**src/rtl/ram_wb_if.sv**
```systemverilog
// ram_wb_if: bus between the execute stage (master) and the CPU15 data-memory write side (slave).
//  Request (master -> slave): CLR_REQ, RAM_WEN, RAM_AD_IN[AW], RAM_IN[DW]
//  Status  (slave -> master): RAM_0..RAM_7[DW], IO64_OUT[DW], BUSY, WR_DROP
//  Optional (macro RAM_WB_IO64_STB_EN): IO64_STB
interface ram_wb_if #(
  parameter int unsigned DW = 16,
  parameter int unsigned AW = 8
);
  logic          CLR_REQ;
  logic          RAM_WEN;
  logic [AW-1:0] RAM_AD_IN;
  logic [DW-1:0] RAM_IN;
  logic [DW-1:0] RAM_0, RAM_1, RAM_2, RAM_3, RAM_4, RAM_5, RAM_6, RAM_7;
  logic [DW-1:0] IO64_OUT;
  logic          BUSY;
  logic          WR_DROP;
`ifdef RAM_WB_IO64_STB_EN
  logic          IO64_STB;
`endif

  modport master (
    output CLR_REQ, RAM_WEN, RAM_AD_IN, RAM_IN,
    input  RAM_0, RAM_1, RAM_2, RAM_3, RAM_4, RAM_5, RAM_6, RAM_7,
    input  IO64_OUT, BUSY, WR_DROP
`ifdef RAM_WB_IO64_STB_EN
    , input IO64_STB
`endif
  );

  modport slave (
    input  CLR_REQ, RAM_WEN, RAM_AD_IN, RAM_IN,
    output RAM_0, RAM_1, RAM_2, RAM_3, RAM_4, RAM_5, RAM_6, RAM_7,
    output IO64_OUT, BUSY, WR_DROP
`ifdef RAM_WB_IO64_STB_EN
    , output IO64_STB
`endif
  );
endinterface

```
**src/rtl/ram_wb.sv**
```systemverilog
// ram_wb: write side of the CPU15 data memory.
//  Holds the 8-word data RAM (RAM_0..RAM_7) and the IO64 output latch, applies
//  store requests and runs an 8-cycle sequential clear on CLR_REQ.
// Ports:
//  CLK_WB  in  clock, all state updates on posedge
//  RESET   in  synchronous, active-high reset
//  bus     ram_wb_if.slave (CLR_REQ, RAM_WEN, RAM_AD_IN, RAM_IN in;
//          RAM_0..7, IO64_OUT, BUSY, WR_DROP out, all registered)
// Optional feature macro: RAM_WB_IO64_STB_EN adds IO64_STB, a 1-cycle pulse
//  coincident with every accepted IO64 store.
module ram_wb #(
  parameter int unsigned    DW        = 16,
  parameter int unsigned    AW        = 8,
  parameter logic [AW-1:0]  IO64_ADDR = 8'h40
) (
  input logic     CLK_WB,
  input logic     RESET,
  ram_wb_if.slave bus
);

  typedef enum logic [0:0] {
    ST_IDLE  = 1'b0,
    ST_CLEAR = 1'b1
  } state_t;

  state_t        r_state;
  logic [2:0]    r_clr_cnt;
  logic [DW-1:0] r_ram [8];
  logic [DW-1:0] r_io64;
  logic          r_busy;
  logic          r_wr_drop;
`ifdef RAM_WB_IO64_STB_EN
  logic          r_io64_stb;
`endif

  logic w_addr_ram;
  logic w_addr_io64;

  assign w_addr_ram  = (bus.RAM_AD_IN < AW'(8));
  assign w_addr_io64 = (bus.RAM_AD_IN == IO64_ADDR);

  always_ff @(posedge CLK_WB) begin
    if (RESET) begin
      r_state   <= ST_IDLE;
      r_clr_cnt <= '0;
      for (int unsigned i = 0; i < 8; i++) r_ram[i] <= '0;
      r_io64    <= '0;
      r_busy    <= 1'b0;
      r_wr_drop <= 1'b0;
`ifdef RAM_WB_IO64_STB_EN
      r_io64_stb <= 1'b0;
`endif
    end else begin
      r_wr_drop <= 1'b0;
`ifdef RAM_WB_IO64_STB_EN
      r_io64_stb <= 1'b0;
`endif
      case (r_state)
        ST_IDLE: begin
          if (bus.CLR_REQ) begin
            // Clear wins over a simultaneous store.
            r_state   <= ST_CLEAR;
            r_clr_cnt <= '0;
            r_busy    <= 1'b1;
            r_wr_drop <= bus.RAM_WEN;
          end else if (bus.RAM_WEN) begin
            if (w_addr_ram) begin
              r_ram[bus.RAM_AD_IN[2:0]] <= bus.RAM_IN;
            end else if (w_addr_io64) begin
              r_io64 <= bus.RAM_IN;
`ifdef RAM_WB_IO64_STB_EN
              r_io64_stb <= 1'b1;
`endif
            end else begin
              r_wr_drop <= 1'b1;
            end
          end
        end
        ST_CLEAR: begin
          // Stores and further clear requests are not accepted while clearing.
          r_ram[r_clr_cnt] <= '0;
          r_clr_cnt        <= r_clr_cnt + 3'd1;
          r_wr_drop        <= bus.RAM_WEN;
          if (r_clr_cnt == 3'd7) begin
            r_state <= ST_IDLE;
            r_busy  <= 1'b0;
          end
        end
        default: r_state <= ST_IDLE;
      endcase
    end
  end

  assign bus.RAM_0    = r_ram[0];
  assign bus.RAM_1    = r_ram[1];
  assign bus.RAM_2    = r_ram[2];
  assign bus.RAM_3    = r_ram[3];
  assign bus.RAM_4    = r_ram[4];
  assign bus.RAM_5    = r_ram[5];
  assign bus.RAM_6    = r_ram[6];
  assign bus.RAM_7    = r_ram[7];
  assign bus.IO64_OUT = r_io64;
  assign bus.BUSY     = r_busy;
  assign bus.WR_DROP  = r_wr_drop;
`ifdef RAM_WB_IO64_STB_EN
  assign bus.IO64_STB = r_io64_stb;
`endif

endmodule

```
**src/flat_wrapper.sv**
```systemverilog
// flat-port wrapper written by rule: the top's interface ports become plain ports
module ram_wb_flat 
#(
  parameter int unsigned    DW        = 16,
  parameter int unsigned    AW        = 8,
  parameter logic [AW-1:0]  IO64_ADDR = 8'h40
)
  (CLK_WB, RESET, bus_CLR_REQ, bus_RAM_WEN, bus_RAM_AD_IN, bus_RAM_IN, bus_RAM_0, bus_RAM_1, bus_RAM_2, bus_RAM_3, bus_RAM_4, bus_RAM_5, bus_RAM_6, bus_RAM_7, bus_IO64_OUT, bus_BUSY, bus_WR_DROP);
  ram_wb_if #(.DW(DW), .AW(AW)) bus_i ();
  input logic CLK_WB;
  input logic RESET;
  input wire logic [$bits(bus_i.CLR_REQ)-1:0] bus_CLR_REQ;
  input wire logic [$bits(bus_i.RAM_WEN)-1:0] bus_RAM_WEN;
  input wire logic [$bits(bus_i.RAM_AD_IN)-1:0] bus_RAM_AD_IN;
  input wire logic [$bits(bus_i.RAM_IN)-1:0] bus_RAM_IN;
  output wire logic [$bits(bus_i.RAM_0)-1:0] bus_RAM_0;
  output wire logic [$bits(bus_i.RAM_1)-1:0] bus_RAM_1;
  output wire logic [$bits(bus_i.RAM_2)-1:0] bus_RAM_2;
  output wire logic [$bits(bus_i.RAM_3)-1:0] bus_RAM_3;
  output wire logic [$bits(bus_i.RAM_4)-1:0] bus_RAM_4;
  output wire logic [$bits(bus_i.RAM_5)-1:0] bus_RAM_5;
  output wire logic [$bits(bus_i.RAM_6)-1:0] bus_RAM_6;
  output wire logic [$bits(bus_i.RAM_7)-1:0] bus_RAM_7;
  output wire logic [$bits(bus_i.IO64_OUT)-1:0] bus_IO64_OUT;
  output wire logic [$bits(bus_i.BUSY)-1:0] bus_BUSY;
  output wire logic [$bits(bus_i.WR_DROP)-1:0] bus_WR_DROP;
  assign bus_i.CLR_REQ = bus_CLR_REQ;
  assign bus_i.RAM_WEN = bus_RAM_WEN;
  assign bus_i.RAM_AD_IN = bus_RAM_AD_IN;
  assign bus_i.RAM_IN = bus_RAM_IN;
  assign bus_RAM_0 = bus_i.RAM_0;
  assign bus_RAM_1 = bus_i.RAM_1;
  assign bus_RAM_2 = bus_i.RAM_2;
  assign bus_RAM_3 = bus_i.RAM_3;
  assign bus_RAM_4 = bus_i.RAM_4;
  assign bus_RAM_5 = bus_i.RAM_5;
  assign bus_RAM_6 = bus_i.RAM_6;
  assign bus_RAM_7 = bus_i.RAM_7;
  assign bus_IO64_OUT = bus_i.IO64_OUT;
  assign bus_BUSY = bus_i.BUSY;
  assign bus_WR_DROP = bus_i.WR_DROP;
  ram_wb #(.DW(DW), .AW(AW), .IO64_ADDR(IO64_ADDR)) u_core (.CLK_WB(CLK_WB), .RESET(RESET), .bus(bus_i));
endmodule
```
**config.mk**
```make
export PLATFORM = sky130hd
export DESIGN_NAME = ram_wb_flat
export DESIGN_NICKNAME = d
export VERILOG_FILES = /design/src/rtl/ram_wb_if.sv /design/src/rtl/ram_wb.sv /design/src/flat_wrapper.sv
export SDC_FILE = /design/constraint.sdc
export NUM_CORES = 1
export LEC_CHECK = 0
export ABC_AREA = 1
export BUFFER_PORTS_ARGS = -buffer_cell sky130_fd_sc_hd__clkbuf_2
export CORE_MARGIN = 2
export CORE_UTILIZATION = 25
export DETAILED_ROUTE_END_ITERATION = 10
export SYNTH_ARGS = -nofsm -noshare
export SYNTH_HDL_FRONTEND = slang
export SYNTH_SLANG_ARGS = --single-unit
```
**constraint.sdc**
```tcl
create_clock -name CLK_WB -period 2.9 [get_ports CLK_WB]
set_input_delay 0.145 -clock CLK_WB [delete_from_list [all_inputs] [get_ports CLK_WB]]
set_output_delay 0.145 -clock CLK_WB [all_outputs]
set_load 0.005 [all_outputs]
```
Yosys cells after proc, flatten, opt, wreduce, memory -nomap -nowiden
Memory sizes are Yosys's and may differ from the RTL's.
Cells that the tools add are included.
{"block": "word_totals", "elab_cells": 49, "regBits": 22, "ram_bits": 128, "output_inout_bits": 146, "input_bits": 28, "n_memories": 1}
{"name": "u_core.r_ram", "words": 8, "word_bits": 16, "read_ports": 8, "rd_ports_with_merged_regs": 0, "wr": 8, "line": "ram_wb.sv:28", "source": "logic [DW-1:0] r_ram [8];"}
{"block": "classes", "muxes": 30, "n_eq_ne": 4, "n_bitwise": 3, "n_lt_le_gt_ge": 1, "add_sub_neg": 1, "n_reduce_logical": 4}
{"op": "two-way mux 16 bit", "count": 2}
{"op": "OR reduction 16 bit", "count": 2}
{"op": "two-way mux 1 bit", "count": 21}
{"op": "two-way mux 3 bit", "count": 3}
{"op": "== test 8 x 7 -> 1 bit (second input constant)", "count": 1}
{"op": "< comparator 8 x 4 -> 1 bit (second input constant)", "count": 1}
{"op": "one-hot mux 1 bit (2 select lines)", "count": 3}
{"op": "one-hot mux 3 bit (2 select lines)", "count": 1}
{"op": "AND reduction 5 bit", "count": 1}
{"op": "inequality test 2 bit (second input constant)", "count": 2}
{"op": "adder 3 x 1 -> 3 bit (second input constant)", "count": 1}
{"op": "== test 3 bit (second input constant)", "count": 1}
{"op": "NOT 1 bit", "count": 3}
{"op": "AND reduction 2 bit", "count": 1}

Depth between registers and ports, before layout
{"block": "logic_depth", "word_depth": 10, "mapped_depth": 10, "mapped_depth_nobuf": 8}

Least setup slack after synthesis
OpenSTA, ideal clock, no wires.
{"block": "synth_timing", "kind": "register -> register", "startpoint": "register u_core.r_state", "endpoint": "memory u_core.r_ram[2][0] (enable)", "stages_incl_launch_ff": 9, "setup_ps": 372, "t_arrival_ps": 1497, "setup_slack_ps": 1031, "required_ps": 2528, "n_path_buf": 2, "period_less_slack_ps": 1869, "cell_sequence": "dfxtp_1 -> buf_6 -> nand3_1 -> nand2_1 -> nand2_1 -> nor2_1 -> nand2_2 -> buf_6 -> nand2_1"}
{"element": "from (decl)", "line": "ram_wb.sv:26", "source": "state_t r_state;"}
{"element": "from (signal assigned)", "line": "ram_wb.sv:44", "source": "r_state <= ST_IDLE;"}
{"element": "from (signal assigned)", "line": "ram_wb.sv:62", "source": "r_state <= ST_CLEAR;"}
{"element": "from (signal assigned)", "line": "ram_wb.sv:85", "source": "r_state <= ST_IDLE;"}
{"element": "to (decl)", "line": "ram_wb.sv:28"}

==> results.toml <==
[status]
status = "finished clean"

[die]
die_h_um = 155.3
dieArea_sq_um = 24130
pin_count = 174
design.core.area_sq_um = 22570
num_rows = 55
die_w_um = 155.3
start_util = 0.2537

[clocking]
clk_pin_slew_ps = 60
clockBufferDepth = 2
cts_made_buffers = 17
cts_tree = "done"
htree_levels = 4
cts_resized = 0
clkSinkCount = 150
clock_latency_ps = 410
cts_setup_buffers = 0
cts.root.buffer_cell = "clkbuf_16"
hold_buffers = 2

[yosys]
avgSynthCellArea_sq_um = 12.00
synth-seq-area-share = 0.7483
synthTopCellsByArea = "edfxtp_1 67%, nor2_1 10%, dfxtp_1 7.7%, nand2_1 3.9%, nand3_1 2.0%"
synth_area_sq_um = 5725
yosysWarnings = 0
synthArstFlopShare = 0
synthCells = 477
synth.top_cell.area_share = 0.6713
synth.net_count = 507
synth_flop_cell = "edfxtp_1"
synth_edf_count = 128
netlist-cell-type-count = 21
synth_seq_cells = 150
synth_largest_area_cell = "edfxtp_1"

[placed_design]
numPlacedInstances = 925
place_area_sq_um = 6872
routabilityCongestion = 0.8614
io_buffers = 173
dp_hpwl_um = 11640

[route]
drt-pass1-iter-count = 4
drc = 0
wl_per_cell_um = 17.00
drt-total-wl_um = 16280
vias = 4089
viasPerCell = 4.268
first_iter_violations = 260
ant_nets = 0

[sta]
max-slew-margin-rel = 0.4794
worst_slew_pin_slew_ps = 779.1
clock_skew_ps = 8.499
rsz0062_at_grt = "no"
period_needed_ps = 2486
maxSlewViolCount = 0
max_freq_mhz = 402.3
setup_viol = 0
fin_setup_tns_ps = 0
finalHoldViolCount = 0
period_share = 0.8572

[grt]
first_global_vias = 3803
grt_overflow = 0
gr-usage-all-layers = 0.1344
antenna_found_initial = 1
grt_pass1_wl_um = 23400
grt_start_max_net_pins = 33

[worst_setup_path]
critPathCaptureType = "register"
critPathMaxStageDelay_ps = 530
crit_family = "simple AND/OR/NAND/NOR gates"
crit_arrival_ps = 2480
crit_required_ps = 2890
crit_top_cell = "nand2_1"
crit_chain = "dlygate4sd3_1 -> clkbuf_2 -> inv_2 -> nand2_4 -> nand2_1 -> nand2_1 -> inv_1 -> nor2_1 -> nand2_2 -> nand2_1"
worst-path-buf-inv = 4
start_kind = "input pin"
critical_path_class = "input pin to register"
crit_path_max_fanout = 22
slowest_stage = "dlygate4sd3_1"

[cells_and_area]
final_cell_mix = "173 x clkbuf_2, 159 x nor2_1, 128 x edfxtp_1"
final_cell_area_sq_um = 7452
stdcell_count = 958
utilization = 0.3302
antenna_cells = 0
fill_cells = 2323
nets = 691
layout_commonest_cell = "clkbuf_2"
area_growth_syn_to_layout_pct = 30.16
drive_above_1_share = 0.3403

[hold_path]
hold_class = "input pin to register"

[power]
cellLeakagePower_nw = 3.271
ir_drop_mv = 0.2757
cellPowerDensity_nw_per_um2 = 655.2

[run]
cap_viol_max_count = 0
[synth_stat cells, types with 2 or more instances]
cell type,count
nand2_1,60
buf_6,10
nor2_2,4
edfxtp_1,128
buf_2,4
o21ai_0,2
clkbuf_1,3
nor2_1,160
buf_1,2
inv_1,24
ha_1,2
a22oi_1,2
nand3_1,23
dfxtp_1,22
a21oi_1,18
nand2_2,8
[worst paths after layout]
check | end | cells past startpoint | slack [ps] | start
setup / recovery | u_core.r_ram[7][11]$_SDFFCE_PN0P_ | 10 | 410 | RESET
hold / removal | u_core.r_state$_SDFF_PP0_ | 3 | 30 | bus_CLR_REQ
setup reg to reg | u_core.r_ram[7][11]$_SDFFCE_PN0P_ | 7 | 420 | u_core.r_state$_SDFF_PP0_
hold reg to reg | u_core.bus.BUSY$_SDFFE_PP0P_ | 2 | 480 | u_core.bus.BUSY$_SDFFE_PP0P_
[cell type report]
class	count	area [sq um]	area share
Sequential cell	150	4284	0.5749
Multi-Input combinational cell	282	1196	0.1605
Timing Repair Buffer	185	960.9	0.1289
Clock buffer	17	425.4	0.05709
Tap cell	285	356.6	0.04785
Clock inverter	14	135.1	0.01813
Inverter	25	93.84	0.01259
[through the flow]
step                hold WS (ps)  setup slack, ps  power (mW)
finish                     33.67            414.2       4.883
floorplan                  217.4             1031       2.633
detailed placement         351.9            423.9       2.824
global placement           351.1            493.3       2.823
CTS                        10.68            401.5       4.934
global route               55.59            155.7       5.045
[per-layer routing]
layer,vias up,share of wire,global-route usage
li1,1953,-,-
met5,-,0,0
met1,1948,0.44,0.1770
met3,16,0.087,0.05153
met2,172,0.46,0.2061
met4,0,0.014,0.03976
[power breakdown]
part	switching (mW)	internal (mW)	leakage [nW]
Combinational	0.216	0.0946	1.51
Sequential	0.0385	2.42	1.50
Clock	0.858	1.25	0.266
[flip-flops by register name, summed over array words and instances, names as in the netlist]
register and count:
u_core.bus.IO64_OUT 16, u_core.bus.WR_DROP 1, u_core.r_state 1, u_core.r_clr_cnt 3
u_core.bus.BUSY 1, u_core.r_ram 128
[tightest hold or removal path, cell delays in order]
cell,delay [ps]
clkbuf_2,90
nor2_1,80
nor2_1,100
[cell families after synthesis]
family / Yosys count / synth area share
adder cells (fa/ha/maj): 2 / 0.004370
AND/OR/NAND/NOR: 257 / 0.1803
buffers and inverters: 45 / 0.04414
AO/OA/AOI/OAI: 23 / 0.02295
flip-flops: 150 / 0.7483
Power figures use the tool's default switching activity.
